<file path="config.mk">
export PLATFORM = sky130hd
export DESIGN_NAME = buffer_read_client_flat
export DESIGN_NICKNAME = d
export VERILOG_FILES = /design/src/rtl/buffer_read_client_if.sv /design/src/rtl/buffer_read_client.sv /design/src/flat_wrapper.sv
export SDC_FILE = /design/constraint.sdc
export NUM_CORES = 1
export LEC_CHECK = 0
export CORE_ASPECT_RATIO = 0.7
export CORE_UTILIZATION = 46
export CTS_CLUSTER_SIZE = 40
export DETAILED_ROUTE_END_ITERATION = 7
export GPL_TIMING_DRIVEN = 0
export PLACE_DENSITY_LB_ADDON = 0.2
export SKIP_LAST_GASP = 1
export SYNTH_ARGS = -nofsm -noshare
export SYNTH_HDL_FRONTEND = slang
export SYNTH_SLANG_ARGS = --single-unit
</file>
<file path="constraint.sdc">
create_clock -name clk -period 1.81 [get_ports clk]
set_clock_uncertainty 0.1 [all_clocks]
set_input_delay 0.181 -clock clk [delete_from_list [all_inputs] [get_ports clk]]
set_output_delay 0.181 -clock clk [all_outputs]
set_load 0.1 [all_outputs]
</file>
<file path="src/rtl/buffer_read_client_if.sv">
// Memory read-arbiter burst bus between buffer_read_client (master) and the arbiter (slave).
interface buffer_read_client_if #(
  parameter int ADDR_WIDTH = 21
);
  logic                  mem_rd_req;
  logic [ADDR_WIDTH-1:0] mem_rd_addr;
  logic                  mem_rd_ack;
  logic                  mem_rd_done;

  modport master (
    output mem_rd_req,
    output mem_rd_addr,
    input  mem_rd_ack,
    input  mem_rd_done
  );

  modport slave (
    input  mem_rd_req,
    input  mem_rd_addr,
    output mem_rd_ack,
    output mem_rd_done
  );
endinterface

</file>
<file path="src/rtl/buffer_read_client.sv">
// Read-side requester for the triple-buffer controller: per display frame it obtains a
// buffer grant, streams the buffer as fixed-length bursts paced by FIFO space, then releases it.
module buffer_read_client #(
  parameter int ADDR_WIDTH    = 21,
  parameter int BURST_LEN     = 16,
  parameter int FRAME_WORDS   = 65280,
  parameter int BUFFER_STRIDE = 65536
) (
  input  logic                 clk,
  input  logic                 reset,
  input  logic                 frame_start,
  output logic                 read_rq_rdy,
  input  logic                 buffer_id_valid,
  input  logic [1:0]           buffer_id,
  output logic                 finalize_rd,
  buffer_read_client_if.master mem,
  input  logic                 fifo_ready,
  output logic                 busy,
  output logic                 frame_skipped
);

  localparam int NUM_BURSTS = FRAME_WORDS / BURST_LEN;
  localparam int CNT_W      = (NUM_BURSTS > 1) ? $clog2(NUM_BURSTS) : 1;
  localparam logic [CNT_W-1:0] LAST_BURST = CNT_W'(NUM_BURSTS - 1);

  typedef enum logic [2:0] {
    IDLE,
    REQ,
    ISSUE,
    WAIT_DONE,
    RELEASE
  } state_t;

  state_t                state, state_nx;
  logic [CNT_W-1:0]      burst_cnt, burst_cnt_nx;
  logic [1:0]            cur_id, cur_id_nx;
  logic                  rq, rq_nx;
  logic                  req, req_nx;
  logic [ADDR_WIDTH-1:0] addr, addr_nx;
  logic                  fin, fin_nx;
  logic                  busy_r, busy_nx;
  logic                  skip, skip_nx;
  logic [ADDR_WIDTH-1:0] burst_addr;

  assign burst_addr = ADDR_WIDTH'(cur_id) * ADDR_WIDTH'(BUFFER_STRIDE)
                    + ADDR_WIDTH'(burst_cnt) * ADDR_WIDTH'(BURST_LEN);

  always_comb begin
    state_nx     = state;
    burst_cnt_nx = burst_cnt;
    cur_id_nx    = cur_id;
    rq_nx        = rq;
    req_nx       = req;
    addr_nx      = addr;
    fin_nx       = 1'b0;
    busy_nx      = busy_r;
    skip_nx      = frame_start && (state != IDLE);

    unique case (state)
      IDLE: begin
        if (frame_start) begin
          state_nx     = REQ;
          rq_nx        = 1'b1;
          busy_nx      = 1'b1;
          burst_cnt_nx = '0;
        end
      end
      REQ: begin
        if (buffer_id_valid) begin
          cur_id_nx = buffer_id;
          rq_nx     = 1'b0;
          state_nx  = ISSUE;
        end
      end
      ISSUE: begin
        if (!req) begin
          if (fifo_ready) begin
            req_nx  = 1'b1;
            addr_nx = burst_addr;
          end
        end else if (mem.mem_rd_ack) begin
          req_nx = 1'b0;
          // A done arriving with the ack belongs to this burst, so skip WAIT_DONE.
          if (mem.mem_rd_done) begin
            burst_cnt_nx = burst_cnt + 1'b1;
            if (burst_cnt == LAST_BURST) begin
              state_nx = RELEASE;
              fin_nx   = 1'b1;
            end else begin
              state_nx = ISSUE;
            end
          end else begin
            state_nx = WAIT_DONE;
          end
        end
      end
      WAIT_DONE: begin
        if (mem.mem_rd_done) begin
          burst_cnt_nx = burst_cnt + 1'b1;
          if (burst_cnt == LAST_BURST) begin
            state_nx = RELEASE;
            fin_nx   = 1'b1;
          end else begin
            state_nx = ISSUE;
          end
        end
      end
      RELEASE: begin
        busy_nx  = 1'b0;
        state_nx = IDLE;
      end
      default: state_nx = IDLE;
    endcase
  end

  always_ff @(posedge clk or posedge reset) begin
    if (reset) begin
      state     <= IDLE;
      burst_cnt <= '0;
      cur_id    <= '0;
      rq        <= 1'b0;
      req       <= 1'b0;
      addr      <= '0;
      fin       <= 1'b0;
      busy_r    <= 1'b0;
      skip      <= 1'b0;
    end else begin
      state     <= state_nx;
      burst_cnt <= burst_cnt_nx;
      cur_id    <= cur_id_nx;
      rq        <= rq_nx;
      req       <= req_nx;
      addr      <= addr_nx;
      fin       <= fin_nx;
      busy_r    <= busy_nx;
      skip      <= skip_nx;
    end
  end

  assign read_rq_rdy     = rq;
  assign finalize_rd     = fin;
  assign busy            = busy_r;
  assign frame_skipped   = skip;
  assign mem.mem_rd_req  = req;
  assign mem.mem_rd_addr = addr;

endmodule

</file>
<file path="src/flat_wrapper.sv">
// flat-port wrapper written by rule: the top's interface ports become plain ports
module buffer_read_client_flat 
#(
  parameter int ADDR_WIDTH    = 21,
  parameter int BURST_LEN     = 16,
  parameter int FRAME_WORDS   = 65280,
  parameter int BUFFER_STRIDE = 65536
)
  (clk, reset, frame_start, read_rq_rdy, buffer_id_valid, buffer_id, finalize_rd, fifo_ready, busy, frame_skipped, mem_mem_rd_req, mem_mem_rd_addr, mem_mem_rd_ack, mem_mem_rd_done);
  buffer_read_client_if #(.ADDR_WIDTH(ADDR_WIDTH)) mem_i ();
  input  logic clk;
  input  logic reset;
  input  logic frame_start;
  output logic read_rq_rdy;
  input  logic buffer_id_valid;
  input  logic [1:0] buffer_id;
  output logic finalize_rd;
  input  logic fifo_ready;
  output logic busy;
  output logic frame_skipped;
  output wire logic [$bits(mem_i.mem_rd_req)-1:0] mem_mem_rd_req;
  output wire logic [$bits(mem_i.mem_rd_addr)-1:0] mem_mem_rd_addr;
  input wire logic [$bits(mem_i.mem_rd_ack)-1:0] mem_mem_rd_ack;
  input wire logic [$bits(mem_i.mem_rd_done)-1:0] mem_mem_rd_done;
  assign mem_mem_rd_req = mem_i.mem_rd_req;
  assign mem_mem_rd_addr = mem_i.mem_rd_addr;
  assign mem_i.mem_rd_ack = mem_mem_rd_ack;
  assign mem_i.mem_rd_done = mem_mem_rd_done;
  buffer_read_client #(.ADDR_WIDTH(ADDR_WIDTH), .BURST_LEN(BURST_LEN), .FRAME_WORDS(FRAME_WORDS), .BUFFER_STRIDE(BUFFER_STRIDE)) u_core (.clk(clk), .reset(reset), .frame_start(frame_start), .read_rq_rdy(read_rq_rdy), .buffer_id_valid(buffer_id_valid), .buffer_id(buffer_id), .finalize_rd(finalize_rd), .mem(mem_i), .fifo_ready(fifo_ready), .busy(busy), .frame_skipped(frame_skipped));
endmodule
</file>
==> metrics.md <==
| Metric | Value |
|---|---|
| Outcome | complete, but fails checks |
| Failing checks | negative setup slack |
| Htree depth | 2 |
| Hold Vio Cnt, Final | 0 |
| Max_cap viols | 0 |
| Layout Nets | 219 |
| Worst Max-Slew Pin Slew | 959 ps |
| Ys flop type | dfrtp_1 |
| Final instance area | 2310 µm² |
| RSZ-0062 raised after global routing | true |
| Initial core utilization | 49.0% |
| DP Area | 2120 µm² |
| Post-route clock period utilization | 101% |
| Iteration-0 DRC Markers | 88 |
| Min cycle time layout | 1820 ps |
| Via count | 1,382 |
| CP Max Fanout | 6 |
| Final core utilization | 64.6% |
| Final antenna diode count | 0 |
| Synthesized area | 1750 µm² |
| Worst skew pair latency | 280 ps |
| Total gr overflow | 0 |
| Max Slew Vio Count | 0 |
| Leak pwr | 1.08 nW |
| Hold-fix buffers, CTS | 0 |
| CTS Buf Count | 5 |
| Vias in the first global route | 1,273 |
| Die area | 4070 µm² |
| GRT Total Usage | 21.5% |
| GP Congestion | 0.871 |
| Via/cell ratio | 5.32 |
| Post-synthesis sequential area ratio | 51.4% |
| First-pass GRT wire length | 6.24 mm |
| Ys Warns | 0 |
| Die height | 53.6 µm |
| Boundary Pins | 35 |
| Share of cells above drive strength 1 | 30.0% |
| First-pass DRT Iterations | 4 |
| Mapped Cells | 162 |
| Critical path class | register to register |
| Layout filler cell count | 273 |
| Non-Filler Instances | 260 |
| Post-route antenna net violation count | 0 |
| Clock Tree Root | clkbuf_8 |
| Worst setup EP type | register |
| Layout area overhead | 32.0% |
| Worst-path clk slew | 70 ps |
| Largest family of logic cells by synthesized area | simple AND/OR/NAND/NOR gates |
| Normalized max-slew margin | 36.3% |
| Core Footprint | 3580 µm² |
| Critical path arrival | 1930 ps |
| Routed len/inst | 15.2 µm |
| Required time worst endpoint | 1920 ps |
| Post-Synth Adder-Cell Area | 0.714% |
| Clock sink count | 36 |
| Hold Path Class | input port to async pin |
| Row cnt | 18 |
| Largest net degree at the start of global routing | 37 |
| Number of remaining DRC errors | 0 |
| Synth Area in Simple Gates | 17.8% |
| Share of async-settable or async-resettable flops after synthesis | 100% |
| Chip Width | 75.8 µm |
| DP Wirelength | 2.74 mm |
| Routed WL | 3.94 mm |
| Synth Register Bits | 36 |
| Syn Area/Cell | 10.8 µm² |
| CTS tree | yes |
| Post-synthesis xor/xnor area fraction | 0% |
| Max Freq | 549 MHz |
| Multiplexer share of the synthesized area | 12.6% |
| VDD IR max | 1.08 mV |
| Post-synth EDFFs | 0 |
| Initial antenna violation count | 0 |
| Max Root-Sink Buffers | 2 |
| Synth Area in Compound Gates | 12.0% |
| Setup-failing EPs final | 1 |
| Port bufs | 27 |
| Final worst slack | -10.5 ps |
| Worst Setup Start Kind | register |
| DP Cell Count | 245 |
| Post-synth cell types | 36 |
| Pwr/cell area | 1330 nW/µm² |
==> layout by cell type, fill, tap and decap left out, drive strengths merged, types with 5 or more instances in the layout <==
cell | synthesis | final
or4 | 6 | 6
nor2b | 5 | 5
o21ai | 6 | 6
buf | 10 | 17
inv | 5 | 5
dlygate4sd2 | 0 | 13
nor2 | 5 | 5
nand3 | 7 | 7
mux2 | 16 | 16
nand2 | 14 | 14
a21oi | 8 | 8
o31ai | 7 | 7
clkdlybuf4s50 | 0 | 8
clkbuf | 2 | 10
clkdlybuf4s15 | 0 | 6
dfrtp | 36 | 36
conb | 1 | 7
==> layer usage <==
| layer | wire, µm | vias to the layer above | global-route usage (%) |
|---|---|---|---|
| met1 | 1880 | 668 | 29.8 |
| met4 | 36 | 0 | 6.48 |
| met5 | 0 | - | 0 |
| met2 | 1850 | 42 | 33.6 |
| li1 | - | 667 | - |
| met3 | 176 | 5 | 5.24 |
==> flip-flops by register name, indices dropped and copies added (netlist names) <==
| signal | count |
|---|---|
| u_core.frame_skipped | 1 |
| u_core.mem.mem_rd_addr | 14 |
| u_core.busy | 1 |
| u_core.mem.mem_rd_req | 1 |
| u_core.finalize_rd | 1 |
| u_core.burst_cnt | 12 |
| u_core.read_rq_rdy | 1 |
| u_core.state | 3 |
| u_core.cur_id | 2 |
==> cells by family (layout without fill, tap and decap cells) <==
family,after synthesis,after routing
compound gates,31,31
mux,20,20
other cells,1,7
simple gates,56,56
buf+inv,17,59
flops,36,36
fa+ha+maj,1,1
==> final cells by class <==
class	count	area, µm²	area share [%]
sequential	36	908	39.2
tap	50	62.6	2.70
clock buffer	8	90.1	3.89
multi-input combinational	115	842	36.4
timing repair buffer	34	308	13.3
inverter	5	18.8	0.811
buffer	12	85.1	3.68
==> Yosys cell counts (2+ instances only) <==
cell	count	share of area, %
buf_4	7	3.0
o31ai_1	6	2.6
nor2b_1	5	1.8
mux2i_1	4	2.3
mux2_2	16	10
and3_1	2	0.71
nor2_1	5	1.1
nand2b_1	4	1.4
or4_1	5	2.1
a21o_1	2	0.86
a21oi_1	8	2.3
nand4_1	3	1.1
o31a_1	3	1.5
clkbuf_1	2	0.43
inv_1	5	1.1
dfrtp_1	36	51
nor4_1	4	1.4
nand2_1	13	2.8
o21ai_0	6	1.7
nor3b_1	2	0.86
buf_2	3	0.86
nand3_1	7	2.0
==> repair_timing <==
item	in CTS	in global routing
endpoints found under the setup margin	39	33
gates resized for setup	33	17
pin swaps	1	3
setup buffers	5	2
==> where the power goes <==
group	leakage, nW	switching, mW	internal, mW
logic	0.573	1.04	0.379
clock network	0.0455	0.265	0.310
registers	0.461	0.126	0.957
total	1.08	1.43	1.65
==> worst max-delay path, stage by stage, from the launching register on <==
cell and delay (ps):
dfrtp_1 470, nand4_1 180, or4_4 440, or4_1 430, a21oi_2 130
==> final timing paths <==
check / from / endpoint / slack [ps] / cells after the start
setup / recovery: u_core.burst_cnt[2] / u_core.burst_cnt[11] / -10 / 4
hold / removal: reset / u_core.mem.mem_rd_addr[7] / 260 / 2
setup reg to reg: u_core.burst_cnt[2] / u_core.burst_cnt[11] / -10 / 4
hold reg to reg: u_core.mem.mem_rd_addr[15] / u_core.mem.mem_rd_addr[15] / 400 / 1
max in group asynchronous: reset / u_core.mem.mem_rd_req / 820 / 2
min in group clk: frame_start / u_core.frame_skipped / 400 / 2
==> metrics by stage <==
step / power, mW / setup TNS [ps] / setup WS [ps] / hold slack [ps]
6_report: 3.08 / -10.5 / -10.5 / 259
3_5_place_dp: 2.46 / -9390 / -432 / 393
5_1_grt: 3.22 / -273 / -73.2 / 318
3_3_place_gp: 2.43 / -8460 / -412 / 382
4_1_cts: 3.06 / 0 / 1.09 / 387
2_1_floorplan: 2.14 / 0 / 14.7 / 192
Note: power is estimated with default switching activity, not from simulation.
